<file path="src/rtl/i2c_pkg.sv">
// Shared I2C master codes: byte commands, bit-layer commands and byte sequencer state encoding.
package i2c_pkg;

    localparam logic [2:0] ByteNop      = 3'b000;
    localparam logic [2:0] ByteStart    = 3'b001;
    localparam logic [2:0] ByteStop     = 3'b010;
    localparam logic [2:0] ByteWrite    = 3'b011;
    localparam logic [2:0] ByteReadAck  = 3'b100;
    localparam logic [2:0] ByteReadNack = 3'b101;

    localparam logic [2:0] BitIdle  = 3'b000;
    localparam logic [2:0] BitRead  = 3'b001;
    localparam logic [2:0] BitStart = 3'b010;
    localparam logic [2:0] BitStop  = 3'b011;
    localparam logic [2:0] BitData0 = 3'b100;
    localparam logic [2:0] BitData1 = 3'b101;
    localparam logic [2:0] BitAck   = 3'b110;
    localparam logic [2:0] BitNack  = 3'b111;

    localparam logic [1:0] StIdle    = 2'b00;
    localparam logic [1:0] StIssue   = 2'b01;
    localparam logic [1:0] StRelease = 2'b10;
    localparam logic [1:0] StDone    = 2'b11;

    function automatic logic is_byte_cmd(input logic [2:0] cmd);
        return (cmd >= ByteStart) && (cmd <= ByteReadNack);
    endfunction

endpackage

</file>
<file path="src/rtl/i2c_byte_shift.sv">
// Loadable MSB-first shift register: parallel load, shift left with serial input at the LSB.
module i2c_byte_shift #(
    parameter int unsigned Width = 8
) (
    input  logic             clk_i,
    input  logic             rst_ni,
    input  logic             load_i,
    input  logic [Width-1:0] load_val_i,
    input  logic             shift_i,
    input  logic             serial_i,
    output logic             serial_o,
    output logic [Width-1:0] q_o
);

    logic [Width-1:0] sr_q, sr_d;

    always_comb begin
        sr_d = sr_q;
        if (load_i) begin
            sr_d = load_val_i;
        end else if (shift_i) begin
            sr_d = {sr_q[Width-2:0], serial_i};
        end
    end

    always_ff @(posedge clk_i) begin
        if (!rst_ni) begin
            sr_q <= '0;
        end else begin
            sr_q <= sr_d;
        end
    end

    assign serial_o = sr_q[Width-1];
    assign q_o      = sr_q;

endmodule

</file>
<file path="src/rtl/i2c_master_byte.sv">
// I2C master byte sequencer: expands byte commands into bit-layer go/command/finish handshakes.
module i2c_master_byte
    import i2c_pkg::*;
#(
    parameter int unsigned WIDTH = 8
) (
    input  logic             clock,
    input  logic             reset_n,
    input  logic             go,
    input  logic [2:0]       command,
    input  logic [WIDTH-1:0] data_in,
    output logic             finish,
    output logic [WIDTH-1:0] data_out,
    output logic             ack_n,
    output logic             bit_go,
    output logic [2:0]       bit_command,
    input  logic             bit_finish,
    input  logic             bit_rx
);

    localparam int unsigned CntW = $clog2(WIDTH + 1);

    logic [1:0]       state_q, state_d;
    logic [2:0]       cmd_q, cmd_d;
    logic [CntW-1:0]  bit_cnt_q, bit_cnt_d;
    logic [WIDTH-1:0] data_out_q, data_out_d;
    logic             ack_n_q, ack_n_d;

    logic             sr_load, sr_shift, sr_sin, sr_msb;
    logic [WIDTH-1:0] sr_val;
    logic             data_slot, last_bit;

    i2c_byte_shift #(
        .Width (WIDTH)
    ) u_shift (
        .clk_i      (clock),
        .rst_ni     (reset_n),
        .load_i     (sr_load),
        .load_val_i (data_in),
        .shift_i    (sr_shift),
        .serial_i   (sr_sin),
        .serial_o   (sr_msb),
        .q_o        (sr_val)
    );

    // Slot WIDTH is the acknowledge slot of WRITE/READ; START/STOP have a single bit.
    assign data_slot = (bit_cnt_q != CntW'(WIDTH));
    assign last_bit  = (cmd_q == ByteStart) || (cmd_q == ByteStop) || !data_slot;

    always_comb begin
        bit_command = BitIdle;
        if (state_q == StIssue || state_q == StRelease) begin
            unique case (cmd_q)
                ByteStart:    bit_command = BitStart;
                ByteStop:     bit_command = BitStop;
                ByteWrite:    bit_command = data_slot ? (sr_msb ? BitData1 : BitData0) : BitRead;
                ByteReadAck:  bit_command = data_slot ? BitRead : BitAck;
                ByteReadNack: bit_command = data_slot ? BitRead : BitNack;
                default:      bit_command = BitIdle;
            endcase
        end
    end

    always_comb begin
        state_d    = state_q;
        cmd_d      = cmd_q;
        bit_cnt_d  = bit_cnt_q;
        data_out_d = data_out_q;
        ack_n_d    = ack_n_q;
        sr_load    = 1'b0;
        sr_shift   = 1'b0;
        sr_sin     = 1'b0;
        case (state_q)
            StIdle: begin
                if (go) begin
                    cmd_d     = command;
                    sr_load   = 1'b1;
                    bit_cnt_d = '0;
                    state_d   = is_byte_cmd(command) ? StIssue : StDone;
                end
            end
            StIssue: begin
                if (bit_finish) begin
                    state_d = StRelease;
                    if (bit_command == BitRead) begin
                        if (cmd_q == ByteWrite) begin
                            ack_n_d = bit_rx;
                        end else begin
                            sr_shift = 1'b1;
                            sr_sin   = bit_rx;
                        end
                    end
                end
            end
            StRelease: begin
                // Write data shifts only here so bit_command stays stable through RELEASE.
                if (!bit_finish) begin
                    if (last_bit) begin
                        state_d = StDone;
                        if (cmd_q == ByteReadAck || cmd_q == ByteReadNack) begin
                            data_out_d = sr_val;
                        end
                    end else begin
                        bit_cnt_d = bit_cnt_q + 1'b1;
                        state_d   = StIssue;
                        sr_shift  = (cmd_q == ByteWrite);
                    end
                end
            end
            StDone: begin
                if (!go) begin
                    state_d = StIdle;
                end
            end
            default: state_d = StIdle;
        endcase
    end

    always_ff @(posedge clock) begin
        if (!reset_n) begin
            state_q    <= StIdle;
            cmd_q      <= ByteNop;
            bit_cnt_q  <= '0;
            data_out_q <= '0;
            ack_n_q    <= 1'b1;
        end else begin
            state_q    <= state_d;
            cmd_q      <= cmd_d;
            bit_cnt_q  <= bit_cnt_d;
            data_out_q <= data_out_d;
            ack_n_q    <= ack_n_d;
        end
    end

    assign bit_go   = (state_q == StIssue);
    assign finish   = (state_q == StDone);
    assign data_out = data_out_q;
    assign ack_n    = ack_n_q;

endmodule

</file>
<file path="config.mk">
export PLATFORM = sky130hd
export DESIGN_NAME = i2c_master_byte
export DESIGN_NICKNAME = d
export VERILOG_FILES = /design/src/rtl/i2c_pkg.sv /design/src/rtl/i2c_byte_shift.sv /design/src/rtl/i2c_master_byte.sv
export SDC_FILE = /design/constraint.sdc
export NUM_CORES = 1
export LEC_CHECK = 0
export ABC_AREA = 1
export CELL_PAD_IN_SITES_DETAIL_PLACEMENT = 1
export CELL_PAD_IN_SITES_GLOBAL_PLACEMENT = 2
export CORE_ASPECT_RATIO = 1.75
export CORE_UTILIZATION = 25
export CTS_CLUSTER_SIZE = 14
export DETAILED_ROUTE_END_ITERATION = 8
export PLACE_DENSITY_LB_ADDON = 0.1
export REMOVE_ABC_BUFFERS = 1
export SETUP_SLACK_MARGIN = 0.15
export SLEW_MARGIN = 20
export SYNTH_ARGS = -nofsm -noshare
export SYNTH_HDL_FRONTEND = slang
export SYNTH_SLANG_ARGS = --single-unit
</file>
<file path="constraint.sdc">
create_clock -name clock -period 1.7 [get_ports clock]
set_clock_uncertainty 0.15 [all_clocks]
set_input_delay 0.34 -clock clock [delete_from_list [all_inputs] [get_ports clock]]
set_output_delay 0.34 -clock clock [all_outputs]
set_load 0.005 [all_outputs]
</file>
==> results.md <==
* Outcome: finished, violations left
* Failing checks: setup timing
* ANT nets after route at 0
* Cell Pwr Density at 1301 nW/µm²
* Antenna diodes at 0
* Top FF cell, synth: dfxtp_1
* Data arrival time of the worst path at 1.54 ns
* Lkg Pwr at 0.001267 µW
* Number of global-route vias before repair at 1863
* Hold-fix buffers at CTS at 0
* CTS tree: built
* Crit path cell chain: inv_2 -> ha_4 -> nand2_2 -> nor2_4 -> buf_4 -> nand2_4 -> a21oi_2 -> clkdlybuf4s15_2
* R2R depth at 16
* RSZ-0062 raised after global routing: true
* Mean Syn Cell Area at 6.954 µm²
* Layout cells sized above 1 at 55.89%
* Row count at 36
* Core area at 5540 µm²
* Slew margin rel. at 78.47%
* Iter 0 DRT Violations at 47
* DP HPWL at 4006 µm
* Drt pass-1 iters at 4
* Setup crit end kind: output pin
* Reg area at 538.0 µm²
* Post-route minimum period at 2.033 ns
* Crit-path max FO at 4
* Sequential power share at 20.9%
* Worst setup SP type: flip-flop
* Routed len/inst at 15.31 µm
* Number of buffers and inverters on the critical path at 3
* GRT overflow at 0
* Combinational fraction of design power at 64.7%
* Most frequent cell after synthesis: nand2_1
* Final Hold Viols at 0
* WHS at 0.3293 ns
* #FFs+latches synth at 26
* Vias at 1720
* CP delay by family, top: buffers and inverters
* Post-Syn Instances at 206
* Seq/Total Area, Yosys at 36.33%
* Peak VDD IR at 0.0005740 V
* TritonCTS Buffers at 3
* Effective utilization at floorplan at 25.86%
* Multi-input combinational cell area at 1124 µm²
* Largest net degree at the start of global routing at 16
* Initial antenna violation count at 0
* YS warnings at 0
* Sw Ratio at 39.47%
* DRC violations left at 0
* Period utilization at 119.6%
* Critical path's slowest cell: dfxtp_2
* Area leader, netlist: dfxtp_1
* Root Buffer: clkbuf_8
* Layout fillers at 676
* Io pins at 30
* Fraction of registers with async set/reset at 0%
* Post-synth EDFFs at 0
* Final core utilization at 50.79%
* Mapped Area at 1433 µm²
* Clock sink total at 26
* Fmax achieved at 492.0 MHz
* Slew @ Worst Pin at 0.3217 ns
* WS Path Type: reg2out
* Max_cap viols at 0
* Final setup margin at -0.3326 ns
* WHS Path Cells at 2
* First-pass GRT wire length at 8438 µm
* Routed WL at 5711 µm
* Post-synth top cells: nand2_1 (46), dfxtp_1 (26), inv_1 (25), o21ai_0 (21), a21oi_1 (20)
* Final setup fails at 19
* Die Wd at 59.23 µm
* Max incr delay on CP at 0.33 ns
* Worst EP required at 1.21 ns
* Die area at 6049 µm²
* Die H at 102.1 µm
* Clock Latency Late Sink at 0.28 ns
* Hold Path Class: reg2reg
* Vias per cell at 4.611
* Clock power frac at 14.4%
* Cell variety after synth at 29
* Share of the synthesized area in the top cell type at 36.33%
* H-tree levels at 1
* Critical path depth at 8
* Register clock-pin slew on the reported worst setup and hold paths at 0.09 ns
* Total track usage at 18.78%
* CTS max path bufs at 2
* Sw Pwr at 1445 µW
* Synth-to-Final Area Change at 96.42%
* Overall Power at 3661 µW
* Gpl congestion at 0.8724
* Pins Over Slew Limit at 0
* Top cells by area, synth: dfxtp_1 (36%), nand2_1 (12%), o21ai_0 (7.3%)
* NumNets Final at 320
* PortBufs at 29
* Internal power at 2216 µW
[worst paths after layout]
check | from | end | slack [ns]
setup / recovery | bit_cnt_q[1]$_SDFFE_PN0P_ | bit_command[1] | -0.33
hold / removal | ack_n$_SDFFE_PN1P_ | ack_n$_SDFFE_PN1P_ | 0.33
setup reg to reg | bit_cnt_q[1]$_SDFFE_PN0P_ | u_shift.q_o[1]$_SDFFE_PN0P_ | -0.30
hold reg to reg | ack_n$_SDFFE_PN1P_ | ack_n$_SDFFE_PN1P_ | 0.33
[through the flow]
stage | cells | area [µm²] | setup WS (ns) | TNS, ns
global route | 373 | 2814 | -0.4106 | -6.388
detailed placement | 346 | 2101 | -0.3853 | -6.225
CTS | 365 | 2527 | -0.3094 | -3.536
floorplan | 200 | 1383 | -0.08797 | -0.4907
global placement | 346 | 2101 | -0.3131 | -4.893
finish | 373 | 2814 | -0.3326 | -4.448
[metal layers]
metal,track usage (%),up-vias,share of wire (%)
li1,-,849,-
met1,17.41,822,33
met2,38.03,36,62
met3,1.519,13,1.8
met4,10.07,0,3.0
met5,0,-,0
[state kept, by name (all words and copies together) (netlist names)]
name	cells
ack_n	1
bit_cnt_q	4
cmd_q	3
data_out	8
state_q	2
u_shift.q_o	8
[layout make-up]
cell class | count | area share (%)
Clock buffer | 3 | 1.467
Timing Repair Buffer | 92 | 30.81
Multi-Input combinational cell | 146 | 39.93
Sequential cell | 26 | 19.12
Inverter | 28 | 4.002
Tap cell | 76 | 3.379
Timing Repair inverter | 1 | 0.2223
Clock inverter | 1 | 1.067
[logic make-up (layout without fill, tap and decap cells)]
kind of cell / Yosys count / in the layout / share of synthesized area, %
AOI/OAI and AO/OA: 47 / 47 / 17.47
buffers and inverters: 34 / 125 / 10.83
DFF: 26 / 26 / 36.33
and+or+nand+nor: 93 / 93 / 30.13
adders and majority gates: 6 / 6 / 5.240
[what timing repair did]
item	4_1_cts	5_1_grt
resized for setup	114	57
buffers inserted	15	6
endpoints found under the hold margin	0	0
setup endpoints to repair	40	31
pin swaps	17	21
gates cloned	0	2
[worst min-delay path: stages (launching register included)]
cell,delay (ns)
dfxtp_2,0.33
nand2_1,0.05
o211ai_1,0.07
[power by group through the flow]
stage | clock network [µW] | logic [µW] | registers (µW)
after global placement | 0 | 1420 | 752
after CTS | 554 | 1970 | 762
final | 527 | 2370 | 765
after global routing | 569 | 2550 | 777
after detailed placement | 0 | 1470 | 757
after floorplan | 0 | 628 | 753
[placed cells by master (no fill, tap or decap), types with 11 or more instances in the layout]
| master | instances |
|---|---|
| clkdlybuf4s50_1 | 13 |
| inv_1 | 17 |
| nor2_1 | 15 |
| dfxtp_1 | 12 |
| buf_6 | 18 |
| nand2_1 | 26 |
| buf_4 | 43 |
| nand2_2 | 16 |
| dfxtp_2 | 14 |
| a21oi_1 | 11 |
Power figures use the tool's default switching activity.
